### config.mk
export PLATFORM = sky130hd
export DESIGN_NAME = lza_pipelined_flat
export DESIGN_NICKNAME = d
export VERILOG_FILES = /design/src/rtl/lza_if.sv /design/src/rtl/lza_pipelined.sv /design/src/flat_wrapper.sv
export SDC_FILE = /design/constraint.sdc
export NUM_CORES = 1
export LEC_CHECK = 0
export ABC_CLOCK_PERIOD_IN_PS = 4300
export BUFFER_PORTS_ARGS = -buffer_cell sky130_fd_sc_hd__clkbuf_2
export CAP_MARGIN = 20
export CELL_PAD_IN_SITES_DETAIL_PLACEMENT = 1
export CELL_PAD_IN_SITES_GLOBAL_PLACEMENT = 1
export CORE_MARGIN = 4
export CORE_UTILIZATION = 40
export CTS_CLUSTER_DIAMETER = 30
export DETAILED_ROUTE_END_ITERATION = 6
export PLACE_DENSITY_LB_ADDON = 0.1
export SYNTH_ARGS = -nofsm -noshare
export SYNTH_HDL_FRONTEND = slang
export SYNTH_SLANG_ARGS = --single-unit
export TNS_END_PERCENT = 1
### constraint.sdc
create_clock -name clk -period 4.3 [get_ports clk]
set_clock_uncertainty 0.2 [all_clocks]
set_input_delay 0.43 -clock clk [delete_from_list [all_inputs] [get_ports clk]]
set_output_delay 0.43 -clock clk [all_outputs]
set_load 0.01 [all_outputs]
### src/rtl/lza_if.sv
// Handshake and data bundle between the alignment stage, the LZA and the normaliser.
interface lza_if #(
    parameter int M           = 23,
    parameter int SHIFT_WIDTH = $clog2(M + 3)
);
    localparam int W = M + 2;

    logic                   in_valid;
    logic                   in_ready;
    logic [W-1:0]           A;
    logic [W-1:0]           B;
    logic                   out_valid;
    logic                   out_ready;
    logic [SHIFT_WIDTH-1:0] shift_amt;
    logic                   lza_carry;
    logic                   zero;

    modport master (
        output in_valid, A, B, out_ready,
        input  in_ready, out_valid, shift_amt, lza_carry, zero
    );

    modport slave (
        input  in_valid, A, B, out_ready,
        output in_ready, out_valid, shift_amt, lza_carry, zero
    );
endinterface

### src/rtl/lza_pipelined.sv
// Two-stage leading-zero anticipator: stage 1 encodes E = A^B per group,
// stage 2 selects the top non-empty group and forms shift/carry/zero.
module lza_pipelined #(
    parameter int M           = 23,
    parameter int GROUP_SIZE  = 5,
    parameter int SHIFT_WIDTH = $clog2(M + 3)
) (
    input  logic clk,
    input  logic rst,
    lza_if.slave io
);
    localparam int W          = M + 2;
    localparam int NUM_GROUPS = (W + GROUP_SIZE - 1) / GROUP_SIZE;
    localparam int PW         = NUM_GROUPS * GROUP_SIZE;
    localparam int LW         = (GROUP_SIZE > 1) ? $clog2(GROUP_SIZE) : 1;
    localparam int IW         = $clog2(W);

    logic                           adv;
    logic [PW-1:0]                  e_pad;
    logic [NUM_GROUPS-1:0]          grp_or_d;
    logic [NUM_GROUPS-1:0][LW-1:0]  grp_loc_d;

    logic                           s1_valid;
    logic [NUM_GROUPS-1:0]          s1_or;
    logic [NUM_GROUPS-1:0][LW-1:0]  s1_loc;
    logic [W-1:0]                   s1_z;

    logic                           hit;
    logic [IW-1:0]                  idx;
    logic                           carry_d;
    logic [SHIFT_WIDTH-1:0]         shift_d;

    logic                           s2_valid;
    logic [SHIFT_WIDTH-1:0]         s2_shift;
    logic                           s2_carry;
    logic                           s2_zero;

    assign adv         = ~s2_valid | io.out_ready;
    assign io.in_ready = adv;

    // Top group is zero-padded so every group has the same shape.
    always_comb begin
        e_pad        = '0;
        e_pad[W-1:0] = io.A ^ io.B;
    end

    // Local index counts from the group MSB; the last hit in an upward scan is the highest bit.
    always_comb begin
        grp_or_d  = '0;
        grp_loc_d = '0;
        for (int g = 0; g < NUM_GROUPS; g++) begin
            grp_or_d[g] = |e_pad[g*GROUP_SIZE +: GROUP_SIZE];
            for (int j = 0; j < GROUP_SIZE; j++) begin
                if (e_pad[g*GROUP_SIZE + j])
                    grp_loc_d[g] = LW'(GROUP_SIZE - 1 - j);
            end
        end
    end

    // Modular arithmetic at IW bits is exact because the winning bit always lies below W.
    always_comb begin
        hit = 1'b0;
        idx = '0;
        for (int g = 0; g < NUM_GROUPS; g++) begin
            if (s1_or[g]) begin
                hit = 1'b1;
                idx = IW'(g*GROUP_SIZE + GROUP_SIZE - 1) - IW'(s1_loc[g]);
            end
        end
        carry_d = 1'b0;
        if (hit && (idx != '0))
            carry_d = s1_z[idx - 1'b1];
        shift_d = '0;
        if (hit)
            shift_d = SHIFT_WIDTH'(M + 1) - SHIFT_WIDTH'(idx) + SHIFT_WIDTH'(carry_d);
    end

    always_ff @(posedge clk) begin
        if (rst) begin
            s1_valid <= 1'b0;
            s1_or    <= '0;
            s1_loc   <= '0;
            s1_z     <= '0;
            s2_valid <= 1'b0;
            s2_shift <= '0;
            s2_carry <= 1'b0;
            s2_zero  <= 1'b0;
        end else if (adv) begin
            s1_valid <= io.in_valid;
            s1_or    <= grp_or_d;
            s1_loc   <= grp_loc_d;
            s1_z     <= ~io.A & io.B;
            s2_valid <= s1_valid;
            s2_shift <= shift_d;
            s2_carry <= carry_d;
            s2_zero  <= ~hit;
        end
    end

    assign io.out_valid = s2_valid;
    assign io.shift_amt = s2_shift;
    assign io.lza_carry = s2_carry;
    assign io.zero      = s2_zero;
endmodule

### src/flat_wrapper.sv
// flat-port wrapper written by rule: the top's interface ports become plain ports
module lza_pipelined_flat 
#(
    parameter int M           = 23,
    parameter int GROUP_SIZE  = 5,
    parameter int SHIFT_WIDTH = $clog2(M + 3)
)
  (clk, rst, io_in_valid, io_A, io_B, io_out_ready, io_in_ready, io_out_valid, io_shift_amt, io_lza_carry, io_zero);
  lza_if #(.M(M), .SHIFT_WIDTH(SHIFT_WIDTH)) io_i ();
  input  logic clk;
  input  logic rst;
  input wire logic [$bits(io_i.in_valid)-1:0] io_in_valid;
  input wire logic [$bits(io_i.A)-1:0] io_A;
  input wire logic [$bits(io_i.B)-1:0] io_B;
  input wire logic [$bits(io_i.out_ready)-1:0] io_out_ready;
  output wire logic [$bits(io_i.in_ready)-1:0] io_in_ready;
  output wire logic [$bits(io_i.out_valid)-1:0] io_out_valid;
  output wire logic [$bits(io_i.shift_amt)-1:0] io_shift_amt;
  output wire logic [$bits(io_i.lza_carry)-1:0] io_lza_carry;
  output wire logic [$bits(io_i.zero)-1:0] io_zero;
  assign io_i.in_valid = io_in_valid;
  assign io_i.A = io_A;
  assign io_i.B = io_B;
  assign io_i.out_ready = io_out_ready;
  assign io_in_ready = io_i.in_ready;
  assign io_out_valid = io_i.out_valid;
  assign io_shift_amt = io_i.shift_amt;
  assign io_lza_carry = io_i.lza_carry;
  assign io_zero = io_i.zero;
  lza_pipelined #(.M(M), .GROUP_SIZE(GROUP_SIZE), .SHIFT_WIDTH(SHIFT_WIDTH)) u_core (.clk(clk), .rst(rst), .io(io_i));
endmodule
==> results of run 1 <==
[stage by stage]
step,area [µm²],utilization,hold slack [ns]
CTS,3640,0.491,0.176
global route,3670,0.495,0.194
global placement,3500,0.472,0.240
finish,3670,0.495,0.180
floorplan,3110,-,0.227
detailed placement,3500,0.472,0.246
[area by class of cell]
class,instances,area share
multi-input combinational,273,0.489
sequential,54,0.295
timing repair buffer,67,0.100
inverter,42,0.0430
tap,99,0.0338
clock buffer,6,0.0225
clock inverter,2,0.0164
[worst min path at each step]
stage | to | start | cells past startpoint | slack, ns
2_1_floorplan | u_core.s1_loc[3] | u_core.s1_loc[3] | 2 | 0.23
3_3_place_gp | u_core.io.zero | u_core.io.zero | 2 | 0.24
3_5_place_dp | u_core.s1_z[2] | u_core.s1_z[2] | 2 | 0.25
4_1_cts | u_core.s1_valid | io_in_valid | 3 | 0.18
5_1_grt | u_core.s1_valid | io_in_valid | 3 | 0.19
6_report | u_core.s1_valid | io_in_valid | 3 | 0.18
[worst max-delay path: stages, from the launching register on]
cell,delay [ns]
dfxtp_1,0.53
nor2_1,0.11
a221oi_2,0.30
a22oi_4,0.19
ha_1,0.54
mux4_2,0.36
mux2_2,0.27
a211oi_1,0.34
nand3b_1,0.17
ha_1,0.14
inv_1,0.05
ha_1,0.20
a21oi_1,0.16
xnor2_1,0.09
a22oi_1,0.17
nor2_1,0.05
[power by group through the flow]
stage	sequential (W)	clock (W)	combinational [W]
floorplan	0.000569	0	0.000225
global placement	0.000577	0	0.000306
detailed placement	0.000577	0	0.000318
CTS	0.000566	0.000429	0.000320
global route	0.000570	0.000447	0.000361
finish	0.000565	0.000411	0.000318
[Yosys cell counts (3+ instances only)]
master	count	area, µm²
nand2_1	83	312
dfxtp_1	54	1080
a21oi_1	48	240
inv_1	40	150
ha_1	33	413
nor2_1	22	82.6
clkbuf_1	16	60.1
nand3_1	7	35.0
a211oi_1	6	45.0
mux4_2	6	135
nor3_1	6	30.0
nand4_1	5	31.3
nor4_1	5	31.3
o21ai_0	5	25.0
xnor2_1	5	43.8
nand3b_1	4	30.0
a22oi_1	3	22.5
and3_1	3	18.8
nor2b_1	3	18.8
o211ai_1	3	22.5
[state kept, by name, indices dropped and copies added (netlist names)]
register and flops:
u_core.s1_z 25, u_core.s1_loc 15, u_core.io.shift_amt 5, u_core.s1_or 5
u_core.io.lza_carry 1, u_core.io.out_valid 1, u_core.io.zero 1, u_core.s1_valid 1
[layer usage]
layer	GRT usage	up-vias
li1	-	1429
met1	0.240	1280
met2	0.314	45
met3	0.0305	4
met4	0.0273	0
met5	0	-
[cell families (layout without fill, tap and decap cells)]
logic type      after synthesis  count (layout)  synth area share
fa+ha+maj                    33              33             0.133
buf+inv                      63             117            0.0788
simple gates                146             146             0.207
mux                           8               8            0.0503
flops                        54              54             0.347
compound gates               78              78             0.158
xor+xnor                      8               8            0.0249
==> results.cfg, run 1 <==
[critical_path]
critPathCaptureType = register
r2r_start = u_core.s1_or[3]
critPathRequiredTime_ns = 4.28
start_kind = register
crit_end = u_core.io.shift_amt[4]
critical_path.max_fanout = 11
startpoint = u_core.s1_or[3]
crit_type = reg -> reg
rrSetupSlack_ns = 0.28
arrival_ns = 3.99
timing.rr.end = u_core.io.shift_amt[4]
ff2ff_path_depth = 15

[synthesis]
avgSynthCellArea_um2 = 7.98
synth_area_um2 = 3110
synthFlopType = dfxtp_1
yosysSeqAreaShare = 0.347
synth-edff-count = 0
synth_seq_cells = 54
synth.distinct_cells = 48
synth-async-reset-ratio = 0
ys_warn_count = 0
syn-num-nets = 477
syn-instance-count = 390

[final_layout]
final_common_cell = nand2_1
fillers = 961
ff_latch_area_um2 = 1080
fin_nets = 530
mostFrequentLayoutCells = nand2_1, clkbuf_2, dfxtp_1
syn_to_final_growth_pct = 17.8
antenna_cells = 0
drive_gt1_frac = 0.205
final_cells = 543
multi_input_area_um2 = 1790

[placement]
placedCellCount = 534
place.gp.congestion = 0.816
dp_hpwl_um = 6150
port-buffer-count = 62
post-place-ws_ns = 0.319

[sta]
slew-limit-headroom = 0.368
period_needed_ns = 4.02
finalSetupViolations = 0
worst_slack_ns = 0.285
final.period_utilization = 0.934
worst_slew_pin_slew_ns = 0.942
rsz0062_at_grt = no
tns_ns = 0
hold_viol_final = 0
maxSlewViolCount = 0
fmax_ghz = 0.249

[drt]
drt_iter0_markers = 44
dr_wl_met2_um = 3840
drt_wl_total_um = 7890
drt_pass1_iterations = 4
wl_met1_um = 3710
antenna_left = 0
post_drt_wl_per_cell_um = 14.5
top_layer_used = met4
route.met3.wl_um = 298
via_per_inst = 5.08
via_count = 2758
drcViolationCount = 0

[floorplanning]
rows = 31
core-area_um2 = 7410
start_util = 0.420
die_y_um = 96.2
io_pins = 63
die_area_um2 = 9250
die_w_um = 96.2

[clocking]
root_buffer = clkbuf_8
clock_latency_ns = 0.30
tritoncts = yes
cts_max_level = 2
cts-hold-fix-buffers = 0
numCtsBuffers = 5
cts.clk_slew.worst_paths_ns = 0.10
cts_sinks = 54
postCtsResizedCells = 0
postCtsSetupBuffers = 0
clockBufferDepth = 2

[power]
p_int_w = 0.000932
power.switching_w = 0.000362
netSwitchingFraction = 0.280
max-vdd-ir-drop_v = 0.000221
p_seq_frac = 0.436
p_comb_frac = 0.246
p_total_w = 0.00129
p_clk_frac = 0.318
p_leak_nw = 1.67
power-per-cell-area_nw_per_um2 = 353

[outcome]
status = complete, no violations

[global_routing]
grt-ovfl-total = 0
grt_pass1_vias = 2815
antenna_found_initial = 0
grt_max_degree = 63
grt_first_pass_wirelength_um = 13200
grt_use_total = 0.181

[job]
maxCapViolations = 0

[worst_hold_path]
hold_path_class = in -> reg
Power figures use the tool's default switching activity.
==> run 2, diff against run 1 <==
- CELL_PAD_IN_SITES_DETAIL_PLACEMENT: 1 -> 0
==> results.cfg, run 2 (synthesis gave the netlist of run 1 again) <==
[sta]
worst_slew_pin_slew_ns = 0.631
rsz0062_at_grt = no
tns_ns = 0
final.period_utilization = 0.928
hold_ws_ns = 0.166
slew-limit-headroom = 0.579
finalSetupViolations = 0
fmax_ghz = 0.251
maxSlewViolCount = 0
period_needed_ns = 3.99
hold_viol_final = 0

[critical_path]
startpoint = u_core.s1_or[3]
r2r_start = u_core.s1_or[3]
critPathCaptureType = register
crit_end = u_core.io.shift_amt[4]
start_kind = register
timing.rr.end = u_core.io.shift_amt[4]
critPathRequiredTime_ns = 4.28
critical_path.max_fanout = 11
arrival_ns = 3.97
crit_type = reg -> reg
ff2ff_path_depth = 15
rrSetupSlack_ns = 0.31

[global_routing]
grt-ovfl-total = 0
grt_use_met2 = 0.280
grt_first_pass_wirelength_um = 12200
antenna_found_initial = 0
grt_max_degree = 63
top_usage_layer = met2
grt_pass1_vias = 2578
use_met3 = 0.0274
grt_use_total = 0.167
use_met1 = 0.228

[clocking]
clockBufferDepth = 2
postCtsSetupBuffers = 0
numCtsBuffers = 5
postCtsResizedCells = 0
cts_max_level = 2
root_buffer = clkbuf_8
clock_latency_ns = 0.30
cts_sinks = 54
cts-hold-fix-buffers = 0
tritoncts = yes
cts.clk_slew.worst_paths_ns = 0.09

[drt]
via_per_inst = 4.97
post_drt_wl_per_cell_um = 13.5
drcViolationCount = 0
drt_pass1_iterations = 4
drt_wl_total_um = 7360
antenna_left = 0
drt_iter0_markers = 108
via_count = 2705

[final_layout]
fin_nets = 531
largest_reg_flops = 25
fillers = 777
drive_gt1_frac = 0.204
syn_to_final_growth_pct = 16.8
antenna_cells = 0
mostFrequentLayoutCells = nand2_1, clkbuf_2, dfxtp_1
regMostFlops = u_core.s1_z
reg.largest.list = u_core.s1_z: 25 flops, u_core.s1_loc: 15 flops
fin_area_um2 = 3630
final_common_cell = nand2_1

[floorplanning]
die_area_um2 = 9250
die_w_um = 96.2
die_y_um = 96.2
io_pins = 63
rows = 31
start_util = 0.420
core-area_um2 = 7410

[power]
max-vdd-ir-drop_v = 0.000145
power-per-cell-area_nw_per_um2 = 321
p_leak_nw = 1.65

[job]
maxCapViolations = 0

[worst_hold_path]
hold_path_class = in -> reg
holdPathStages = 3

[placement]
place.gp.congestion = 0.816
placed_cell_area_um2 = 3500
dp_hpwl_um = 5540
port-buffer-count = 62

[outcome]
status = complete, no violations
run 2: cell types whose count changed in the layout (fill, tap and decap cells not counted):
cell and delta:
clkinv_2 +1, buf_12 +1, clkbuf_1 +1, bufinv_16 -2
run 2: critical path, stage by stage (launching register included):
cell and delay, ns:
dfxtp_1 0.54, nor2_1 0.11, a221oi_2 0.33, a22oi_4 0.19, ha_1 0.53, mux4_2 0.36, mux2_2 0.27, a211oi_1 0.33
nand3b_1 0.16, ha_1 0.15, inv_1 0.05, ha_1 0.20, a21oi_1 0.16, xnor2_1 0.09, a22oi_1 0.16, nor2_1 0.05
run 2: layout make-up:
cell class                      instances  area (µm²)  area share
Clock buffer                            7        86.3      0.0238
Clock inverter                          1        5.00     0.00138
Inverter                               42         158      0.0434
Multi-Input combinational cell        273        1790       0.493
Sequential cell                        54        1080       0.297
Tap cell                               99         124      0.0341
Timing Repair Buffer                   68         388       0.107
run 2: routing by layer:
metal	wire, µm	up-vias
met4	33	0
li1	-	1432
met2	3340	54
met1	3670	1217
met3	327	2
met5	0	-
run 2: worst min path at each step:
stage	from	end
floorplan	u_core.s1_loc[3]	u_core.s1_loc[3]
global placement	u_core.io.zero	u_core.io.zero
detailed placement	u_core.s1_z[20]	u_core.s1_z[20]
CTS	io_in_valid	u_core.s1_valid
global route	io_in_valid	u_core.s1_valid
finish	io_in_valid	u_core.s1_valid
run 2: power by group:
part	switching [W]	total, W	internal, W
clock network	0.000158	0.000289	0.000130
logic	0.000164	0.000312	0.000149
registers	0.0000300	0.000565	0.000535
run 2: stage by stage:
stage	utilization	std cells	setup slack (ns)	power (W)
2_1_floorplan	-	390	0.660	0.000794
3_3_place_gp	0.472	534	0.490	0.000883
3_5_place_dp	0.472	534	0.301	0.000888
4_1_cts	0.484	542	0.288	0.00118
5_1_grt	0.491	544	0.0535	0.00124
6_report	0.491	544	0.310	0.00117
==> run 3, diff against run 2 <==
- CELL_PAD_IN_SITES_DETAIL_PLACEMENT: 0 -> unset
- CELL_PAD_IN_SITES_GLOBAL_PLACEMENT: 1 -> unset
- CORE_UTILIZATION: 40 -> 57
- CTS_BUF_LIST: unset -> sky130_fd_sc_hd__clkbuf_8
- PLACE_DENSITY: unset -> 0.82
- PLACE_DENSITY_LB_ADDON: 0.1 -> unset
==> results.cfg, run 3 (synthesis gave the netlist of run 1 again) <==
[outcome]
status = complete, no violations

[drt]
drt_wl_total_um = 7170
antenna_left = 0
drt_iter0_markers = 123
via_per_inst = 5.51
drt_pass1_iterations = 4
via_count = 2823
drcViolationCount = 0
post_drt_wl_per_cell_um = 14.0

[power]
p_seq_frac = 0.438
power.switching_w = 0.000363
p_clk_frac = 0.319
max-vdd-ir-drop_v = 0.000166
netSwitchingFraction = 0.281
p_comb_frac = 0.243
p_leak_nw = 1.66
power-per-cell-area_nw_per_um2 = 358
p_int_w = 0.000929

[worst_hold_path]
hold_path_class = in -> reg

[final_layout]
drive_gt1_frac = 0.201
fin_nets = 528
fillers = 463
multi_input_area_um2 = 1790
syn_to_final_growth_pct = 16.2
antenna_cells = 0
final_common_cell = nand2_1
ff_latch_area_um2 = 1080
regMostFlops = u_core.s1_z
reg.largest.list = u_core.s1_z: 25 flops, u_core.s1_loc: 15 flops
final_cells = 512
largest_reg_flops = 25
mostFrequentLayoutCells = nand2_1, clkbuf_2, dfxtp_1

[critical_path]
cp_cell_sequence = inv_1, ha_1, nand2_1, o211ai_1, a32oi_1, ha_1, mux4_2, mux2_2, a211oi_1, nand3b_1, ha_1, inv_1, ha_1, a21oi_1, xnor2_1, a22oi_1, nor2_1
critPathMaxStageDelay_ns = 0.44
arrival_ns = 4.04
critPathCaptureType = register
crit_slowest_cell = ha_1
start_kind = register
rrSetupSlack_ns = 0.24
critical_path.max_fanout = 7
crit_type = reg -> reg
path_common_cell = ha_1
critPathRequiredTime_ns = 4.29

[floorplanning]
core-area_um2 = 5200
die_w_um = 81.9
io_pins = 63
rows = 26
die_area_um2 = 6710
start_util = 0.598
die_y_um = 81.9

[placement]
post-place-ws_ns = 0.314
dp_hpwl_um = 5250
place.gp.congestion = 0.889
placedCellCount = 503
port-buffer-count = 62

[global_routing]
grt_use_total = 0.236
use_met3 = 0.0395
grt_pass1_vias = 2853
antenna_found_initial = 0
grt_first_pass_wirelength_um = 12400
grt-ovfl-total = 0
use_met1 = 0.275
top_usage_layer = met2
grt_use_met2 = 0.427
grt_max_degree = 63

[clocking]
clockBufferDepth = 2
cts.clk_slew.worst_paths_ns = 0.09
numCtsBuffers = 5
clock_latency_ns = 0.31
tritoncts = yes
cts_sinks = 54
cts-hold-fix-buffers = 0
postCtsSetupBuffers = 0
cts_max_level = 2
postCtsResizedCells = 0
root_buffer = clkbuf_8

[sta]
period_needed_ns = 4.06
worst_slew_pin_slew_ns = 0.946
slew-limit-headroom = 0.361
hold_viol_final = 0
maxSlewViolCount = 0
worst_slack_ns = 0.242
tns_ns = 0
rsz0062_at_grt = no
final.period_utilization = 0.944
finalSetupViolations = 0
fmax_ghz = 0.246

[job]
maxCapViolations = 0
run 3: cell count changes in the layout (fill, tap and decap cells not counted), sizes merged:
cell and change:
clkinv -1, clkbuf -1, bufinv +2, buf -3
run 3: metrics by stage:
step | hold WS (ns) | utilization | area, µm² | total power (W)
3_3_place_gp | 0.241 | 0.662 | 3440 | 0.000871
2_1_floorplan | 0.227 | - | 3110 | 0.000794
5_1_grt | 0.168 | 0.694 | 3610 | 0.00136
4_1_cts | 0.146 | 0.689 | 3590 | 0.00129
3_5_place_dp | 0.249 | 0.662 | 3440 | 0.000885
6_report | 0.146 | 0.694 | 3610 | 0.00129
run 3: final timing paths:
kind,from,to,cells past startpoint
setup / recovery,u_core.s1_loc[0],u_core.io.shift_amt[4],17
hold reg to reg,u_core.io.zero,u_core.io.zero,2
hold / removal,io_in_valid,u_core.s1_valid,3
setup reg to reg,u_core.s1_loc[0],u_core.io.shift_amt[4],17
run 3: layout make-up:
class	instances	share of cell area
clock buffer	6	0.0228
inverter	42	0.0436
multi-input combinational	273	0.496
timing repair buffer	65	0.0976
tap	70	0.0242
clock inverter	2	0.0166
sequential	54	0.299
run 3: metal layers:
layer	share of wire	vias up
met2	0.49	92
met1	0.41	1294
li1	-	1425
met5	0	-
met4	0.019	0
met3	0.074	12
run 3: worst max-delay path: cells and delay by family, from the launching register on:
family	cells	cell delay [ns]
compound gates	5	1.17
flops	1	0.38
mux	2	0.60
xor+xnor	1	0.08
buf+inv	2	0.12
simple gates	3	0.28
fa+ha+maj	4	1.09
run 3: power by group through the flow:
stage	Clock, W	Sequential (W)	Combinational, W
floorplan	0	0.000569	0.000225
CTS	0.000417	0.000565	0.000312
global route	0.000433	0.000570	0.000354
detailed placement	0	0.000576	0.000308
finish	0.000413	0.000566	0.000314
global placement	0	0.000576	0.000295
